## config.mk

```make
export PLATFORM = sky130hd
export DESIGN_NAME = mem_ctrl
export DESIGN_NICKNAME = d
export VERILOG_FILES = /design/src/rtl/mem_ctrl_pkg.sv /design/src/rtl/mem_ctrl_arb.sv /design/src/rtl/mem_ctrl.sv
export SDC_FILE = /design/constraint.sdc
export NUM_CORES = 1
export LEC_CHECK = 0
export ABC_CLOCK_PERIOD_IN_PS = 8000
export BUFFER_PORTS_ARGS = -buffer_cell sky130_fd_sc_hd__buf_2
export CORE_MARGIN = 8
export CORE_UTILIZATION = 40
export DETAILED_ROUTE_END_ITERATION = 7
export HOLD_SLACK_MARGIN = 0.05
export PLACE_DENSITY = 0.59
export SYNTH_ARGS = -nofsm -noshare
export SYNTH_HDL_FRONTEND = slang
export SYNTH_SLANG_ARGS = --single-unit
export TNS_END_PERCENT = 20
```

## constraint.sdc

```tcl
create_clock -name clk -period 8 [get_ports clk]
set_input_delay 0.4 -clock clk [delete_from_list [all_inputs] [get_ports clk]]
set_output_delay 0.4 -clock clk [all_outputs]
set_load 0.005 [all_outputs]
```

## src/rtl/mem_ctrl_pkg.sv

```systemverilog
// Shared definitions for the memory controller.
// - Default address and data widths.
// - Enable/disable and zero-word constants.
// - FSM state encoding: IDLE, RD, WR.
// - Access length codes, stored as bytes minus 1.
package mem_ctrl_pkg;

  localparam int ADDR_W_DEF = 32;
  localparam int DATA_W_DEF = 32;

  localparam logic ENABLE  = 1'b1;
  localparam logic DISABLE = 1'b0;
  localparam logic [DATA_W_DEF-1:0] ZERO_WORD = '0;

  typedef enum logic [1:0] {
    ST_IDLE = 2'd0,
    ST_RD   = 2'd1,
    ST_WR   = 2'd2
  } state_e;

  typedef enum logic [1:0] {
    LEN_BYTE = 2'd0,
    LEN_HALF = 2'd1,
    LEN_WORD = 2'd3
  } len_e;

  // Number of byte beats for a length code.
  function automatic logic [2:0] len_beats(input logic [1:0] len);
    return {1'b0, len} + 3'd1;
  endfunction

endpackage

```

## src/rtl/mem_ctrl_arb.sv

```systemverilog
// Arbitration between the fetch and load/store requesters. It is only
// meaningful while the controller is idle.
//   idle      : controller is in IDLE and may accept a request
//   if_req    : fetch request
//   if_flush  : fetch redirect; blocks fetch acceptance this cycle
//   mem_req   : load/store request; wins over fetch
//   grant_if  : accept the fetch at this edge
//   grant_mem : accept the load/store at this edge
module mem_ctrl_arb (
  input  logic idle,
  input  logic if_req,
  input  logic if_flush,
  input  logic mem_req,
  output logic grant_if,
  output logic grant_mem
);

  always_comb begin
    grant_mem = idle & mem_req;
    // A flush in IDLE means the presented fetch address is stale.
    grant_if  = idle & if_req & ~if_flush & ~mem_req;
  end

endmodule

```

## src/rtl/mem_ctrl.sv

```systemverilog
// The controller connects two requesters to one byte-wide RAM port:
// instruction fetch (IF) and load/store (MEM). Each accepted access is
// broken into byte beats. Read bytes are reassembled little-endian.
// Every output is registered. The only exception is if_done, which is
// gated by if_flush so that a flush in the done cycle hides the pulse.
//   clk, rst            : clock, synchronous active-low reset
//   rdy                 : low freezes every register
//   if_req/if_addr      : 4-byte fetch request, held until if_done
//   if_flush            : abandon an in-flight fetch
//   if_done/if_inst     : fetch completion pulse and word
//   mem_req/we/addr/len/wdata : load/store request, held until mem_done
//   mem_done/mem_rdata  : access completion pulse and zero-extended data
//   ram_a/ram_dout/ram_wr : RAM address, write byte, write strobe
//   ram_din             : RAM read byte, one cycle after ram_a
// DATA_W is assumed >= 32 (a word access fills bytes 0..3).
import mem_ctrl_pkg::*;

module mem_ctrl #(
  parameter int ADDR_W = ADDR_W_DEF,
  parameter int DATA_W = DATA_W_DEF
) (
  input  logic              clk,
  input  logic              rst,
  input  logic              rdy,
  input  logic              if_req,
  input  logic [ADDR_W-1:0] if_addr,
  input  logic              if_flush,
  output logic              if_done,
  output logic [DATA_W-1:0] if_inst,
  input  logic              mem_req,
  input  logic              mem_we,
  input  logic [ADDR_W-1:0] mem_addr,
  input  logic [1:0]        mem_len,
  input  logic [DATA_W-1:0] mem_wdata,
  output logic              mem_done,
  output logic [DATA_W-1:0] mem_rdata,
  output logic [ADDR_W-1:0] ram_a,
  output logic [7:0]        ram_dout,
  output logic              ram_wr,
  input  logic [7:0]        ram_din
);

  state_e            state_q, state_d;
  logic [2:0]        cnt_q, cnt_d;      // edges taken since acceptance
  logic [2:0]        n_q, n_d;          // beats in this access
  logic              is_if_q, is_if_d;
  logic [ADDR_W-1:0] base_q, base_d;
  logic [DATA_W-1:0] wdata_q, wdata_d;
  logic [DATA_W-1:0] buf_q, buf_d;
  logic [ADDR_W-1:0] ram_a_q, ram_a_d;
  logic [7:0]        ram_dout_q, ram_dout_d;
  logic              ram_wr_q, ram_wr_d;
  logic              if_done_q, if_done_d;
  logic              mem_done_q, mem_done_d;
  logic [DATA_W-1:0] if_inst_q, if_inst_d;
  logic [DATA_W-1:0] mem_rdata_q, mem_rdata_d;

  logic              grant_if, grant_mem;
  logic [2:0]        nxt, idx;

  mem_ctrl_arb u_arb (
    .idle      (state_q == ST_IDLE),
    .if_req    (if_req),
    .if_flush  (if_flush),
    .mem_req   (mem_req),
    .grant_if  (grant_if),
    .grant_mem (grant_mem)
  );

  // Timeline after acceptance at edge 0:
  // - Beat k drives ram_a from edge k, for k = 0..n-1.
  // - The byte for beat k is on ram_din after edge k+1 and is captured at edge k+2.
  // - At edge n+1 the last byte is captured and the done pulse is raised.
  always_comb begin
    state_d     = state_q;
    cnt_d       = cnt_q;
    n_d         = n_q;
    is_if_d     = is_if_q;
    base_d      = base_q;
    wdata_d     = wdata_q;
    buf_d       = buf_q;
    ram_a_d     = ram_a_q;
    ram_dout_d  = ram_dout_q;
    ram_wr_d    = DISABLE;
    if_done_d   = DISABLE;
    mem_done_d  = DISABLE;
    if_inst_d   = if_inst_q;
    mem_rdata_d = mem_rdata_q;
    nxt         = cnt_q + 3'd1;
    idx         = cnt_q - 3'd1;

    case (state_q)
      ST_IDLE: begin
        if (grant_mem) begin
          state_d    = mem_we ? ST_WR : ST_RD;
          is_if_d    = DISABLE;
          n_d        = len_beats(mem_len);
          base_d     = mem_addr;
          wdata_d    = mem_wdata;
          cnt_d      = '0;
          buf_d      = '0;
          ram_a_d    = mem_addr;
          ram_wr_d   = mem_we;
          ram_dout_d = mem_wdata[7:0];
        end else if (grant_if) begin
          state_d = ST_RD;
          is_if_d = ENABLE;
          n_d     = len_beats(LEN_WORD);
          base_d  = if_addr;
          wdata_d = DATA_W'(ZERO_WORD);
          cnt_d   = '0;
          buf_d   = '0;
          ram_a_d = if_addr;
        end
      end

      ST_RD, ST_WR: begin
        if (is_if_q && if_flush) begin
          state_d = ST_IDLE;
          cnt_d   = '0;
        end else begin
          cnt_d = nxt;
          if (state_q == ST_RD && cnt_q != 3'd0)
            buf_d[{idx[1:0], 3'b000} +: 8] = ram_din;
          if (nxt < n_q) begin
            ram_a_d    = base_q + ADDR_W'(nxt);
            ram_wr_d   = (state_q == ST_WR);
            ram_dout_d = wdata_q[{nxt[1:0], 3'b000} +: 8];
          end
          if (cnt_q == n_q) begin
            state_d = ST_IDLE;
            cnt_d   = '0;
            if (is_if_q) begin
              if_done_d = ENABLE;
              if_inst_d = buf_d;
            end else begin
              mem_done_d = ENABLE;
              if (state_q == ST_RD) mem_rdata_d = buf_d;
            end
          end
        end
      end

      default: begin
        state_d = ST_IDLE;
        cnt_d   = '0;
      end
    endcase
  end

  always_ff @(posedge clk) begin
    if (!rst) begin
      state_q     <= ST_IDLE;
      cnt_q       <= '0;
      n_q         <= '0;
      is_if_q     <= DISABLE;
      base_q      <= '0;
      wdata_q     <= DATA_W'(ZERO_WORD);
      buf_q       <= DATA_W'(ZERO_WORD);
      ram_a_q     <= '0;
      ram_dout_q  <= '0;
      ram_wr_q    <= DISABLE;
      if_done_q   <= DISABLE;
      mem_done_q  <= DISABLE;
      if_inst_q   <= DATA_W'(ZERO_WORD);
      mem_rdata_q <= DATA_W'(ZERO_WORD);
    end else if (rdy) begin
      state_q     <= state_d;
      cnt_q       <= cnt_d;
      n_q         <= n_d;
      is_if_q     <= is_if_d;
      base_q      <= base_d;
      wdata_q     <= wdata_d;
      buf_q       <= buf_d;
      ram_a_q     <= ram_a_d;
      ram_dout_q  <= ram_dout_d;
      ram_wr_q    <= ram_wr_d;
      if_done_q   <= if_done_d;
      mem_done_q  <= mem_done_d;
      if_inst_q   <= if_inst_d;
      mem_rdata_q <= mem_rdata_d;
    end
  end

  // A flush that lands in the done cycle still cancels the fetch.
  assign if_done   = if_done_q & ~if_flush;
  assign if_inst   = if_inst_q;
  assign mem_done  = mem_done_q;
  assign mem_rdata = mem_rdata_q;
  assign ram_a     = ram_a_q;
  assign ram_dout  = ram_dout_q;
  assign ram_wr    = ram_wr_q;

endmodule

```

Yosys cells after proc, flatten, opt, wreduce, memory -nomap -nowiden
Index checks and enable logic that the tools add are counted.
{"block": "totals", "out_inout_bits": 107, "inputBits": 113, "reg_bits": 212}
{"block": "op_classes", "n_mux": 43, "n_shift": 3, "n_reduce_logical": 15, "n_bitwise": 9, "addsub": 5, "order_cmp": 1, "n_eq_ne": 8}
{"op": "2-to-1 mux 32 bit", "n": 9}
{"op": "case mux 32 bit (2 select lines)", "n": 2}
{"op": "adder 32 x 3 -> 32 bit", "n": 1}
{"op": "bitwise mux 32 bit", "n": 1}
{"op": "variable shift 8 x 7 -> 32 bit, first input constant", "n": 1}
{"op": "indexed part select 32 x 6 -> 8 bit", "n": 1}
{"op": "indexed part select 8 x 7 -> 32 bit", "n": 1}
{"op": "2-to-1 mux 8 bit", "n": 3}
{"op": "2-to-1 mux 3 bit", "n": 6}
{"op": "case mux 8 bit (2 select lines)", "n": 1}
{"op": "AND reduction 5 bit", "n": 3}
{"op": "2-to-1 mux 1 bit", "n": 13}
{"op": "2-to-1 mux 2 bit", "n": 5}
{"op": "negator 5 -> 7 bit", "n": 1}
{"op": "!= test 2 bit, second input constant", "n": 3}
{"op": "!= test 3 bit, second input constant", "n": 2}
{"op": "case mux 3 bit (2 select lines)", "n": 1}
{"op": "AND reduction 3 bit", "n": 2}
{"op": "AND reduction 6 bit", "n": 1}
{"op": "bitwise AND 1 bit", "n": 5}
{"op": "inverter 1 bit", "n": 4}
{"op": "case mux 2 bit (2 select lines)", "n": 1}
{"op": "AND reduction 4 bit", "n": 1}
{"op": "nonzero test 2 bit", "n": 2}
{"op": "other kinds (13)", "n": 14}

Depth between registers and ports, before layout
Gate-level depths: netlist of the first run.
{"block": "depth", "depth_word": 7, "mapped_depth": 10, "depth_no_buf": 10}

Hierarchy
A second synthesis of the first run with hierarchy kept.
{"block": "hier_totals", "hier_cells": 1044, "hier_area_um2": 9711.8}
{"mod": "mem_ctrl", "cells_each": 1042, "area_each_um2": 9691.8, "instances": 1}
{"mod": "mem_ctrl_arb", "cells_each": 2, "area_each_um2": 20.0, "instances": 1}

Least setup slack after synthesis of the first run
OpenSTA, ideal clock, no wires.
{"block": "synth_timing", "path_kind": "register -> register", "from": "reg cnt_q[0]", "to": "reg ram_a_q[30] (netlist: ram_a[30])", "required_ns": 7.870, "setup_time_ns": 0.130, "path_buffers": 0, "path_slack_ns": 5.317, "arrival_ns": 2.553, "stages_incl_launch_ff": 11, "cell_sequence": "dfxtp_1 inv_1 ha_1 inv_1 fa_1 and2b_1 o21ai_1 nor4_4 nand4_1 xor2_1 o22ai_1"}
{"block": "synth_between", "elab_chain_cells": 5}
{"item": "start, declared", "line": "mem_ctrl.sv:44", "text": "logic [2:0] cnt_q, cnt_d;"}
{"item": "start signal, assigned", "line": "mem_ctrl.sv:169", "text": "cnt_q <= cnt_d;"}
{"item": "adder 3 x 1 -> 3 bit (*)", "line": "mem_ctrl.sv:89", "text": "nxt = cnt_q + 3'd1;"}
{"item": "adder 32 x 3 -> 32 bit", "line": "mem_ctrl.sv:126", "text": "ram_a_d = base_q + ADDR_W'(nxt);"}
{"item": "2-to-1 mux 32 bit", "line": "mem_ctrl.sv:125", "text": "if (nxt < n_q) begin"}
{"item": "2-to-1 mux 32 bit", "line": "mem_ctrl.sv:118", "text": "if (is_if_q && if_flush) begin"}
{"item": "case mux 32 bit (2 select lines)", "line": "mem_ctrl.sv:92", "text": "case (state_q)"}
{"item": "end signal, assigned", "line": "mem_ctrl.sv:175", "text": "ram_a_q <= ram_a_d;"}
{"item": "end, declared", "line": "mem_ctrl.sv:50", "text": "logic [ADDR_W-1:0] ram_a_q, ram_a_d;"}
Every way passes the cells marked *; elsewhere a longest branch is shown, timed or not. The select of a mux whose other input is x is not followed.
A chain may end at the register's enable or synchronous reset.

Final worst setup path of the first run
{"block": "layout_timing", "from": "reg cnt_q[0]", "to": "reg ram_a_q[22] (netlist: ram_a[22])"}
Same word-level chain as after synthesis.

==> results of run 1 <==
## synthesized netlist by cell type, types with 2 or more instances
library cell | count | area share
a21boi_1 | 2 | 0.0015
nor3b_1 | 2 | 0.0015
buf_4 | 9 | 0.0068
a22oi_1 | 42 | 0.032
mux2_2 | 3 | 0.0034
and3_1 | 7 | 0.0044
inv_1 | 16 | 0.0061
a21boi_0 | 23 | 0.017
nand4_1 | 31 | 0.020
o21ai_0 | 35 | 0.018
nor4_1 | 3 | 0.0019
nor4_4 | 2 | 0.0043
mux4_2 | 8 | 0.018
dfxtp_1 | 212 | 0.43
and2_1 | 22 | 0.014
buf_2 | 26 | 0.013
and4_1 | 3 | 0.0027
nand3_1 | 21 | 0.011
mux2i_1 | 48 | 0.049
a31oi_1 | 4 | 0.0025
o21ai_1 | 4 | 0.0020
xor2_1 | 17 | 0.015
a211oi_2 | 32 | 0.040
a2bb2oi_1 | 8 | 0.0071
a21oi_1 | 50 | 0.025
nor2b_1 | 2 | 0.0013
a211o_1 | 3 | 0.0027
clkbuf_1 | 40 | 0.015
nand3_2 | 3 | 0.0030
o22ai_1 | 6 | 0.0038
ha_1 | 17 | 0.022
a211oi_1 | 75 | 0.057
nor3_1 | 17 | 0.0086
nand2_1 | 45 | 0.017
buf_6 | 2 | 0.0023
nand2b_1 | 5 | 0.0032
buf_1 | 7 | 0.0027
o211ai_1 | 2 | 0.0015
xnor2_1 | 8 | 0.0071
nor2_1 | 191 | 0.073
nor3_2 | 2 | 0.0020
## state kept, by name, indices dropped and copies added (netlist names)
signal     flops
buf_q         32
state_q        2
base_q        32
if_inst       32
cnt_q          3
ram_wr         1
ram_a         32
n_q            3
is_if_q        1
if_done_q      1
mem_rdata     32
wdata_q       32
ram_dout       8
mem_done       1
## worst min-delay path: stages
cell	delay, ns
buf_2	0.08
a22oi_1	0.05
nor2_1	0.07
## per-layer routing
metal | wire length [um] | vias to the layer above | track usage
met4 | 524 | 4 | 0.0388
met3 | 1590 | 37 | 0.0403
li1 | - | 4261 | -
met5 | 22 | - | 0
met2 | 12800 | 225 | 0.284
met1 | 13000 | 4039 | 0.237
## cell families after synthesis
logic type | synth area share
buffers and inverters | 0.0473
flip-flops | 0.429
adder cells (fa/ha/maj) | 0.0235
XOR/XNOR | 0.0221
AND/OR/NAND/NOR | 0.176
multiplexers | 0.0702
AO/OA/AOI/OAI | 0.231
## per-stage QoR
stage	power, uW	hold WS, ns	setup slack, ns	area [sq um]
2_1_floorplan	1390	0.448	5.32	9890
3_3_place_gp	1520	0.450	3.79	11100
3_5_place_dp	1520	0.451	3.68	11100
4_1_cts	2690	0.104	3.63	11900
5_1_grt	2770	0.124	3.26	11900
6_report	2670	0.123	3.72	11900
## power by group through the flow
stage / Combinational (uW) / Clock, uW / Sequential [uW]
after floorplan: 228 / 0 / 1170
after global placement: 343 / 0 / 1180
after detailed placement: 347 / 0 / 1180
after CTS: 348 / 1190 / 1150
after global routing: 383 / 1230 / 1160
final: 344 / 1170 / 1150
## area by class of cell
class,instances,area share
clock buffer,37,0.0646
inverter,17,0.00577
tap,324,0.0340
clock inverter,5,0.00650
multi-input combinational,770,0.436
timing repair buffer,229,0.0981
sequential,212,0.356
## worst min path at each step
stage	start	endpoint	slack, ns	depth (start not counted)
floorplan	ram_a[19]$_SDFFE_PN0P_	ram_a[19]$_SDFFE_PN0P_	0.45	2
global placement	ram_a[18]$_SDFFE_PN0P_	ram_a[18]$_SDFFE_PN0P_	0.45	2
detailed placement	ram_a[19]$_SDFFE_PN0P_	ram_a[19]$_SDFFE_PN0P_	0.45	2
CTS	mem_wdata[29]	wdata_q[29]$_SDFFE_PN0P_	0.10	3
global route	mem_wdata[13]	wdata_q[13]$_SDFFE_PN0P_	0.12	3
finish	mem_wdata[8]	wdata_q[8]$_SDFFE_PN0P_	0.12	3
==> results.md, run 1 <==
* Root Buffer: clkbuf_16
* Tcrit/Tclk final at 0.536
* Critical Path Sink Type: flip-flop
* R2R Path End: ram_a[22]$_SDFFE_PN0P_
* Post-CTS setup buffer count at 0
* Most common cell on crit path: inv_1
* Max frequency at 0.233 GHz
* Cts repair resizes at 0
* CP Depth at 10
* Pwr dens at 223 mW/mm^2
* Nets@finish at 1385
* DRC at 0
* Die area at 0.0300 sq mm
* Via count at 8566
* Critical path capture point: ram_a[22]$_SDFFE_PN0P_
* Finish-stage setup viols at 0
* Total negative slack at 0 ns
* Syn Area/Cell at 9.12 sq um
* Port-buffer cells at 219
* Post-DP HPWL at 19500 um
* CTS buffer count at 24
* Die W at ~170 um
* Worst relative slew slack at 0.318
* Mapped Cells at 1084
* Core Area at 0.0243 sq mm
* WP data required at 8.43 ns
* Site Rows at between 50 and 60
* Mapped Nets at 1215
* Area grow syn2layout at 20.7%
* Number of synthesized flops with an enable pin at 0
* Syn. warnings at 0
* DR iter-0 viols at 540
* Peak supply drop at 0.000151 V
* Clock Skew at about 0.010 ns
* Reg-to-reg startpoint: cnt_q[0]$_SDFFE_PN0P_
* Mapped cell area at 0.00989 sq mm
* Largest net degree at the start of global routing at 116
* Initial antenna violation count at 2
* Worst path max stage delay at slightly above 0.9 ns
* Yosys cell types at 70
* CTS Buffer Depth at 3
* Flop pwr share at 0.433
* Global-route usage over all layers at 0.176
* Critical path fanouts, max at 19
* Fraction of registers with async set/reset at 0
* Leakage power at 0.00479 uW
* Final ANT Viol Nets at 0
* Crit Path Class: reg2reg
* Switching share of power at 0.261
* Startpoint types: flip-flop
* CP Data Arrival Time at 4.71 ns
* TritonCTS Sinks at 212
* Cts hold-fix bufs at 0
* Clock power frac at 0.438
* Htree depth at 1
* CTS tree: yes
* First-pass GRT wire length at 44500 um
* Via count of the first global-routing pass at 8209
* Unrepaired setup endpoints after global routing: no
* Diodes inserted at 0
* Crit-path cells: inv_1 -> ha_1 -> inv_1 -> fa_1 -> and2b_1 -> o21ai_1 -> nor4_4 -> xor2_1 -> nor2_1 -> o31ai_2
* TritonRoute pass-1 iters at 5
* FF-to-FF setup slack at 3.72 ns
* Post-synthesis sequential area ratio at 0.429
* Comb power frac at 0.129
* Final WL at about 28000 um
* DR WL/cell at 17.5 um
* Initial Utilization at 0.407
* Util after Layout at 0.491
* Number of buffers and inverters on the critical path at 2
* Clk Latency, worst-skew pair at 0.51 ns
* CP startpoint: cnt_q[0]$_SDFFE_PN0P_
* Die H at 173 um
* Max Slew Vio Count at 0
* Most frequent cells in the layout: 219 x buf_2, 212 x dfxtp_1, 191 x nor2_1
* Hold Fails Final Rpt at 0
* FF+latch count, synth at 212
* Slew @ Worst Pin at between 1 and 1.5 ns
* Routed vias/inst at 5.37
* Filler cells at 2402
* Hold WC Path Type: in2reg
* Cell count after placement at 1552
* Commonest non-fill, non-tap cell in the layout: buf_2
* Multi-input gate area at 0.00520 sq mm
* Layout Cells excl Fill at 1594
* Boundary Pins at 220
* Min Tclk post-route at 4.28 ns
* GP Congestion at between 0.7 and 0.8
* Path depth of the worst reg2reg path at 10
* Slowest cell on crit path: ha_1
* Total gr overflow at 0
* NetSw at about 700 uW
* Register Area at around 0.0042 sq mm
* Reg clk slew, reported paths at 0.06 ns
* Share of cells above drive strength 1 at 0.268
* Max-cap violations at 0
* Prevailing post-synth register cell: dfxtp_1
* Internal at 1970 uW
* Status: finished, final reports clean
* Crit path max-delay family: adder cells
Power figures use the tool's default switching activity.
==> run 2, diff against run 1 <==
- ABC_CLOCK_PERIOD_IN_PS: 8000 -> 4100
- clock period: 8 -> 4.1 ns (I/O delays scaled with it)
==> run 2 against run 1 <==
Net effect:
- sequential power rose by 96%
- count of clock-buffer cells in the layout down 3
- register-to-register slack worse by 2.7 ns
- first-iteration DRC count shrank 12%
- wire length grew 2.7%
- cell count rose by 2.4%
- combinational power grew 100%
- total power grew 92%
- via count increased by 1.4%
- non-clock buffer count is 39 higher
- worst hold slack got worse by 0.049 ns
- critical path depth did not move
- largest power group is now sequential cells
==> results.md, run 2 (synthesized netlist as in run 1, its figures left out) <==
* Max-cap violations at 0 (unchanged)
* Slew @ Worst Pin at 1.05 ns (+0.0361 ns)
* Flop pwr share at 0.441 (+0.008)
* Path depth of the worst reg2reg path at 10 (unchanged)
* Share of cells above drive strength 1 at 0.261 (-0.00701)
* TritonCTS Sinks at 212 (unchanged)
* Initial Utilization at 0.407 (unchanged)
* Max Slew Vio Count at 0 (unchanged)
* Post-DP HPWL at 20000 um (+2.7%)
* Switching share of power at 0.263 (+0.00219)
* Comb power frac at 0.138 (+0.009)
* First-pass GRT wire length at 45900 um (+3.2%)
* FF-to-FF setup slack at 1.02 ns (-2.69 ns)
* Nets@finish at 1424 (+2.8%)
* CP startpoint: cnt_q[0]$_SDFFE_PN0P_
* Boundary Pins at 220 (unchanged)
* Via count at 8689 (+1.4%)
* R2R Path End: ram_a[30]$_SDFFE_PN0P_
* Total gr overflow at 0 (unchanged)
* Hold WS at 0.0744 ns (-0.0490 ns)
* CP Data Arrival Time at 3.44 ns (-1.27 ns)
* Max frequency at 0.325 GHz (+39%)
* Most frequent cells in the layout: 219 x buf_2, 212 x dfxtp_1, 191 x nor2_1
* Via count of the first global-routing pass at 8405 (+2.4%)
* Area grow syn2layout at 24.1%
* Largest net degree at the start of global routing at 126 (+8.6%)
* Post-CTS setup buffer count at 0 (unchanged)
* Worst relative slew slack at 0.297 (-0.0216)
* Hold WC Path Type: in2reg
* Diodes inserted at 0 (unchanged)
* TritonRoute pass-1 iters at 5 (unchanged)
* Root Buffer: clkbuf_16
* Layout Cell Area excl Fill at 0.0123 sq mm (+2.8%)
* Leakage power at 0.00493 uW (+2.9%)
* Commonest non-fill, non-tap cell in the layout: buf_2
* Die W at 173 um (unchanged)
* Final WL at 28700 um (+2.7%)
* Reg-to-reg startpoint: cnt_q[0]$_SDFFE_PN0P_
* Final ANT Viol Nets at 0 (unchanged)
* Core Area at 0.0243 sq mm (unchanged)
* CTS tree: yes
* Critical path capture point: ram_a[30]$_SDFFE_PN0P_
* Routed vias/inst at 5.32 (-0.93%)
* Clock power frac at 0.421 (-0.017)
* Unrepaired setup endpoints after global routing: no
* DP Area at 0.0111 sq mm (+0.45%)
* Hold Fails Final Rpt at 0 (unchanged)
* DRC at 0 (unchanged)
* Cts repair resizes at 0 (unchanged)
* Global-route usage over all layers at 0.182 (+0.00574)
* CTS Buffer Depth at 3 (unchanged)
* Startpoint types: flip-flop
* Clk Latency, worst-skew pair at 0.52 ns (about the same)
* Internal at 3760 uW (+91%)
* Pwr dens at 416 mW/mm^2 (+86%)
* Die H at 173 um (unchanged)
* CTS buffer count at 24 (unchanged)
* Reg clk slew, reported paths at 0.06 ns (about the same)
* Die area at 0.0300 sq mm (unchanged)
* Hold Crit Start: mem_addr[3]
* NetSw at 1350 uW (+93%)
* Final worst setup slack at 1.02 ns (-2.69 ns)
* Status: finished, final reports clean
* Peak supply drop at 0.000251 V (+66%)
* Total negative slack at 0 ns (unchanged)
* Setup WS pre-CTS at 1.06 ns (-2.62 ns)
* Initial antenna violation count at 1 (-1)
* Site Rows at 57 (unchanged)
* Clock Skew at 0.0112 ns (+0.00114 ns)
* Finish-stage setup viols at 0 (unchanged)
* Port-buffer cells at 219 (unchanged)
* Tcrit/Tclk final at 0.751 (+0.215)
* WP data required at 4.46 ns (-3.97 ns)
* Htree depth at 1 (unchanged)
* Min Tclk post-route at 3.08 ns (-1.21 ns)
* Crit Path Class: reg2reg
* Critical Path Sink Type: flip-flop
* DR iter-0 viols at 475 (-12%)
* DR WL/cell at 17.6 um (+0.31%)
* GP Congestion at 0.823 (+4.9%)
* Critical path fanouts, max at 7 (-12)
[run 2: cell types whose count changed in the layout (fill, tap and decap cells not counted), sizes merged]
cell	before	now
buf	229	234
clkinv	2	4
clkbuf	37	34
dlygate4sd3	0	34
[run 2: layer usage]
metal	GRT usage	vias to the layer above	share of wire
met5	0	-	0.00045
met4	0.0449	2	0.023
met1	0.242	4075	0.46
met3	0.0386	46	0.058
li1	-	4332	-
met2	0.296	234	0.46
[run 2: power by group through the flow]
stage	Combinational (uW)	Clock (uW)	Sequential, uW
2_1_floorplan	445	0	2270
3_3_place_gp	676	0	2290
3_5_place_dp	683	0	2290
4_1_cts	710	2200	2250
5_1_grt	783	2290	2260
6_report	705	2150	2250
[run 2: worst max-delay path, stage by stage, from the launching register on]
cell and delay (ns):
dfxtp_1 0.45, inv_1 0.15, ha_1 0.40, inv_1 0.11, fa_1 0.41, and2b_1 0.35
o21ai_1 0.18, nor4_4 0.45, nand4_1 0.17, xor2_1 0.16, o22ai_1 0.09
[run 2: layout make-up]
cell class,count,area [sq um]
timing repair buffer,268,1560
clock inverter,7,91.3
sequential,212,4240
fill,2353,12100
inverter,17,68.8
tap,324,405
multi-input combinational,770,5200
clock buffer,34,699
[run 2: worst min-delay path by stage]
| stage | to | slack (ns) | depth (start not counted) |
|---|---|---|---|
| 2_1_floorplan | wdata_q[0]$_SDFFE_PN0P_ | 0.35 | 2 |
| 3_3_place_gp | wdata_q[19]$_SDFFE_PN0P_ | 0.44 | 3 |
| 3_5_place_dp | ram_a[1]$_SDFFE_PN0P_ | 0.45 | 2 |
| 4_1_cts | base_q[3]$_SDFFE_PN0P_ | 0.06 | 3 |
| 5_1_grt | n_q[1]$_SDFFE_PN0P_ | 0.1 | 4 |
| 6_report | base_q[3]$_SDFFE_PN0P_ | 0.07 | 3 |
[run 2: metrics by stage]
| step | utilization | power [uW] | cells |
|---|---|---|---|
| 2_1_floorplan | - | 2720 | 1084 |
| 3_3_place_gp | 0.458 | 2970 | 1557 |
| 3_5_place_dp | 0.458 | 2980 | 1557 |
| 4_1_cts | 0.505 | 5160 | 1632 |
| 5_1_grt | 0.505 | 5340 | 1632 |
| 6_report | 0.505 | 5110 | 1632 |
[run 2: what timing repair did]
item | CTS | global route
endpoints found under the setup margin | 0 | 0
endpoints found under the hold margin | 35 | 0
hold buffers | 34 | 0
==> run 3, diff against run 2 <==
- ABC_CLOCK_PERIOD_IN_PS: 4100 -> 3200
- clock period: 4.1 -> 3.2 ns (I/O delays scaled with it)
==> run 3 against run 2 <==
Net effect:
- via count rose by 0.93%
- worst setup slack got worse by 0.78 ns
- count of clock-buffer cells in the layout rose by 2
- sequential power rose by 28%
- worst hold slack got worse by 0.0084 ns
- wire length rose by 0.22%
- maximum frequency rose by 4.1%
- final area rose by 3.3%
- critical path type unchanged
- critical endpoint is now ram_a[24]$_SDFFE_PN0P_
- sequential cell count did not move
- first-iteration DRC count rose by 0.63%
- core utilization rose by 1.7 points
- critical path depth rose by 1
==> results.md, run 3 (synthesized netlist as in run 1, its figures left out) <==
* Status: finished, final reports clean
* Final ANT Viol Nets at 0 (unchanged)
* Layout Cell Area excl Fill at 0.0127 sq mm (+3.3%)
* Reg clk slew, reported paths at 0.06 ns (about the same)
* Initial antenna violation count at 0 (-1)
* Boundary Pins at 220 (unchanged)
* Tcrit/Tclk final at 0.925 (+0.174)
* Crit-path cells: inv_1 -> ha_1 -> inv_1 -> fa_1 -> and2b_1 -> o21ai_1 -> nor4_4 -> buf_4 -> nand3_1 -> mux2i_1 -> a21oi_1
* Critical Path Sink Type: flip-flop
* Crit path max-delay family: simple AND/OR/NAND/NOR gates
* Critical path fanouts, max at 8 (+1)
* CTS tree: yes
* Largest net degree at the start of global routing at 107 (-15%)
* Register Area at 0.00424 sq mm (unchanged)
* WP data required at 3.57 ns (-0.89 ns)
* Crit Path Class: reg2reg
* Total gr overflow at 0 (unchanged)
* R2R Path End: ram_a[24]$_SDFFE_PN0P_
* DP Area at 0.0113 sq mm (+1.4%)
* DR WL/cell at 17.2 um (-2.3%)
* CTS buffer count at 25 (+4.2%)
* CP Data Arrival Time at 3.32 ns (-0.12 ns)
* Slew @ Worst Pin at 0.958 ns (-0.0969 ns)
* CTS Buffer Depth at 3 (unchanged)
* Via count at 8770 (+0.93%)
* Total Power at 6540 uW (+28%)
* Max frequency at 0.338 GHz (+4.1%)
* TritonRoute pass-1 iters at 5 (unchanged)
* First-pass GRT wire length at 46300 um (+0.92%)
* Path depth of the worst reg2reg path at 11 (+1)
* Setup WS pre-CTS at 0.216 ns (-0.842 ns)
* Number of buffers and inverters on the critical path at 3 (+1)
* Commonest non-fill, non-tap cell in the layout: buf_2
* Nets@finish at 1463 (+2.7%)
* GP Congestion at 0.844 (+2.5%)
* Die H at 173 um (unchanged)
* Share of cells above drive strength 1 at 0.265 (+0.00448)
* Min Tclk post-route at 2.96 ns (-0.120 ns)
* DR iter-0 viols at 478 (+0.63%)
* Global-route usage over all layers at 0.183 (+0.00136)
* Endpoint, Worst Hold: base_q[7]$_SDFFE_PN0P_
* Hold path depth at 3 (unchanged)
* Via count of the first global-routing pass at 8558 (+1.8%)
* Routed vias/inst at 5.24 (-1.6%)
* TritonCTS Sinks at 212 (unchanged)
* CP startpoint: cnt_q[0]$_SDFFE_PN0P_
* Slowest cell on crit path: dfxtp_1
* Leakage power at 0.00512 uW (+3.9%)
* Worst path max stage delay at 0.49 ns (+0.04 ns)
* Max Slew Vio Count at 0 (unchanged)
* Finish-stage setup viols at 0 (unchanged)
* DRC at 0 (unchanged)
* Filler cells at 2290 (-2.7%)
* Htree depth at 1 (unchanged)
* Worst relative slew slack at 0.357 (+0.0597)
* Peak supply drop at 0.000368 V (+46%)
* Die W at 173 um (unchanged)
* Most common cell on crit path: inv_1
* Site Rows at 57 (unchanged)
* Area grow syn2layout at 28.2%
* Reg-to-reg startpoint: cnt_q[0]$_SDFFE_PN0P_
* Hold WC Path Type: in2reg
* Root Buffer: clkbuf_16
* Hold Crit Start: if_addr[7]
* Final WL at 28700 um (+0.22%)
* Clk Latency, worst-skew pair at 0.52 ns (about the same)
* Die area at 0.0300 sq mm (unchanged)
* Post-DP HPWL at 20100 um (+0.41%)
* Clock Skew at 0.0194 ns (+0.00814 ns)
* Initial Utilization at 0.407 (unchanged)
* Max-cap violations at 0 (unchanged)
* Hold Fails Final Rpt at 0 (unchanged)
* Cts repair resizes at 0 (unchanged)
* Most frequent cells in the layout: 219 x buf_2, 212 x dfxtp_1, 191 x nor2_1
* Core Area at 0.0243 sq mm (unchanged)
* Diodes inserted at 0 (unchanged)
* Pwr dens at 516 mW/mm^2 (+24%)
* Multi-input gate area at 0.00520 sq mm (unchanged)
* Startpoint types: flip-flop
* Port-buffer cells at 219 (unchanged)
* Final worst setup slack at 0.242 ns (-0.780 ns)
* FF-to-FF setup slack at 0.24 ns (-0.78 ns)
[run 3: how the worst max path moves through the flow]
stage	slack, ns	end	depth (start not counted)
finish	0.24	ram_a[24]$_SDFFE_PN0P_	11
global route	-0.009	ram_a[30]$_SDFFE_PN0P_	11
CTS	0.20	ram_a[26]$_SDFFE_PN0P_	10
detailed placement	0.22	ram_a[24]$_SDFFE_PN0P_	10
global placement	0.29	ram_a[24]$_SDFFE_PN0P_	10
floorplan	0.52	ram_a[30]$_SDFFE_PN0P_	10
[run 3: tightest hold or removal path: cells and delay by family]
family / cells / cell delay (ns)
buf+inv: 1 / 0.07
compound gates: 1 / 0.20
mux: 1 / 0.10
[run 3: cell type report]
| cell class | count | share of cell area |
|---|---|---|
| multi-input combinational | 770 | 0.410 |
| sequential | 212 | 0.335 |
| clock inverter | 9 | 0.00474 |
| tap | 324 | 0.0320 |
| timing repair buffer | 306 | 0.156 |
| clock buffer | 36 | 0.0573 |
| inverter | 17 | 0.00543 |
[run 3: where the power goes]
part / leakage [uW] / total [uW] / switching, uW / internal (uW)
sequential: 0.00172 / 2880 / 112 / 2770
combinational: 0.00301 / 958 / 537 / 421
clock: 0.000388 / 2700 / 1120 / 1580
total: 0.00512 / 6540 / 1760 / 4770
[run 3: through the flow]
stage	hold slack, ns	std cells	TNS, ns	utilization
after floorplan	0.308	1084	0	-
after CTS	0.0502	1673	0	0.521
final	0.0661	1674	0	0.521
after global routing	0.0587	1674	-0.00893	0.521
after global placement	0.395	1569	0	0.464
after detailed placement	0.402	1569	0	0.464
[run 3: repair_timing]
action | CTS | global route
setup endpoints to repair | 0 | 3
buffers inserted | 0 | 1
hold endpoints to repair | 59 | 0
hold buffers | 59 | 0
[run 3: routing by layer]
metal	global-route usage	share of wire	vias up
li1	-	-	4421
met1	0.244	0.46	4104
met2	0.305	0.47	218
met3	0.0362	0.055	27
met4	0.0359	0.017	0
met5	0	0	-
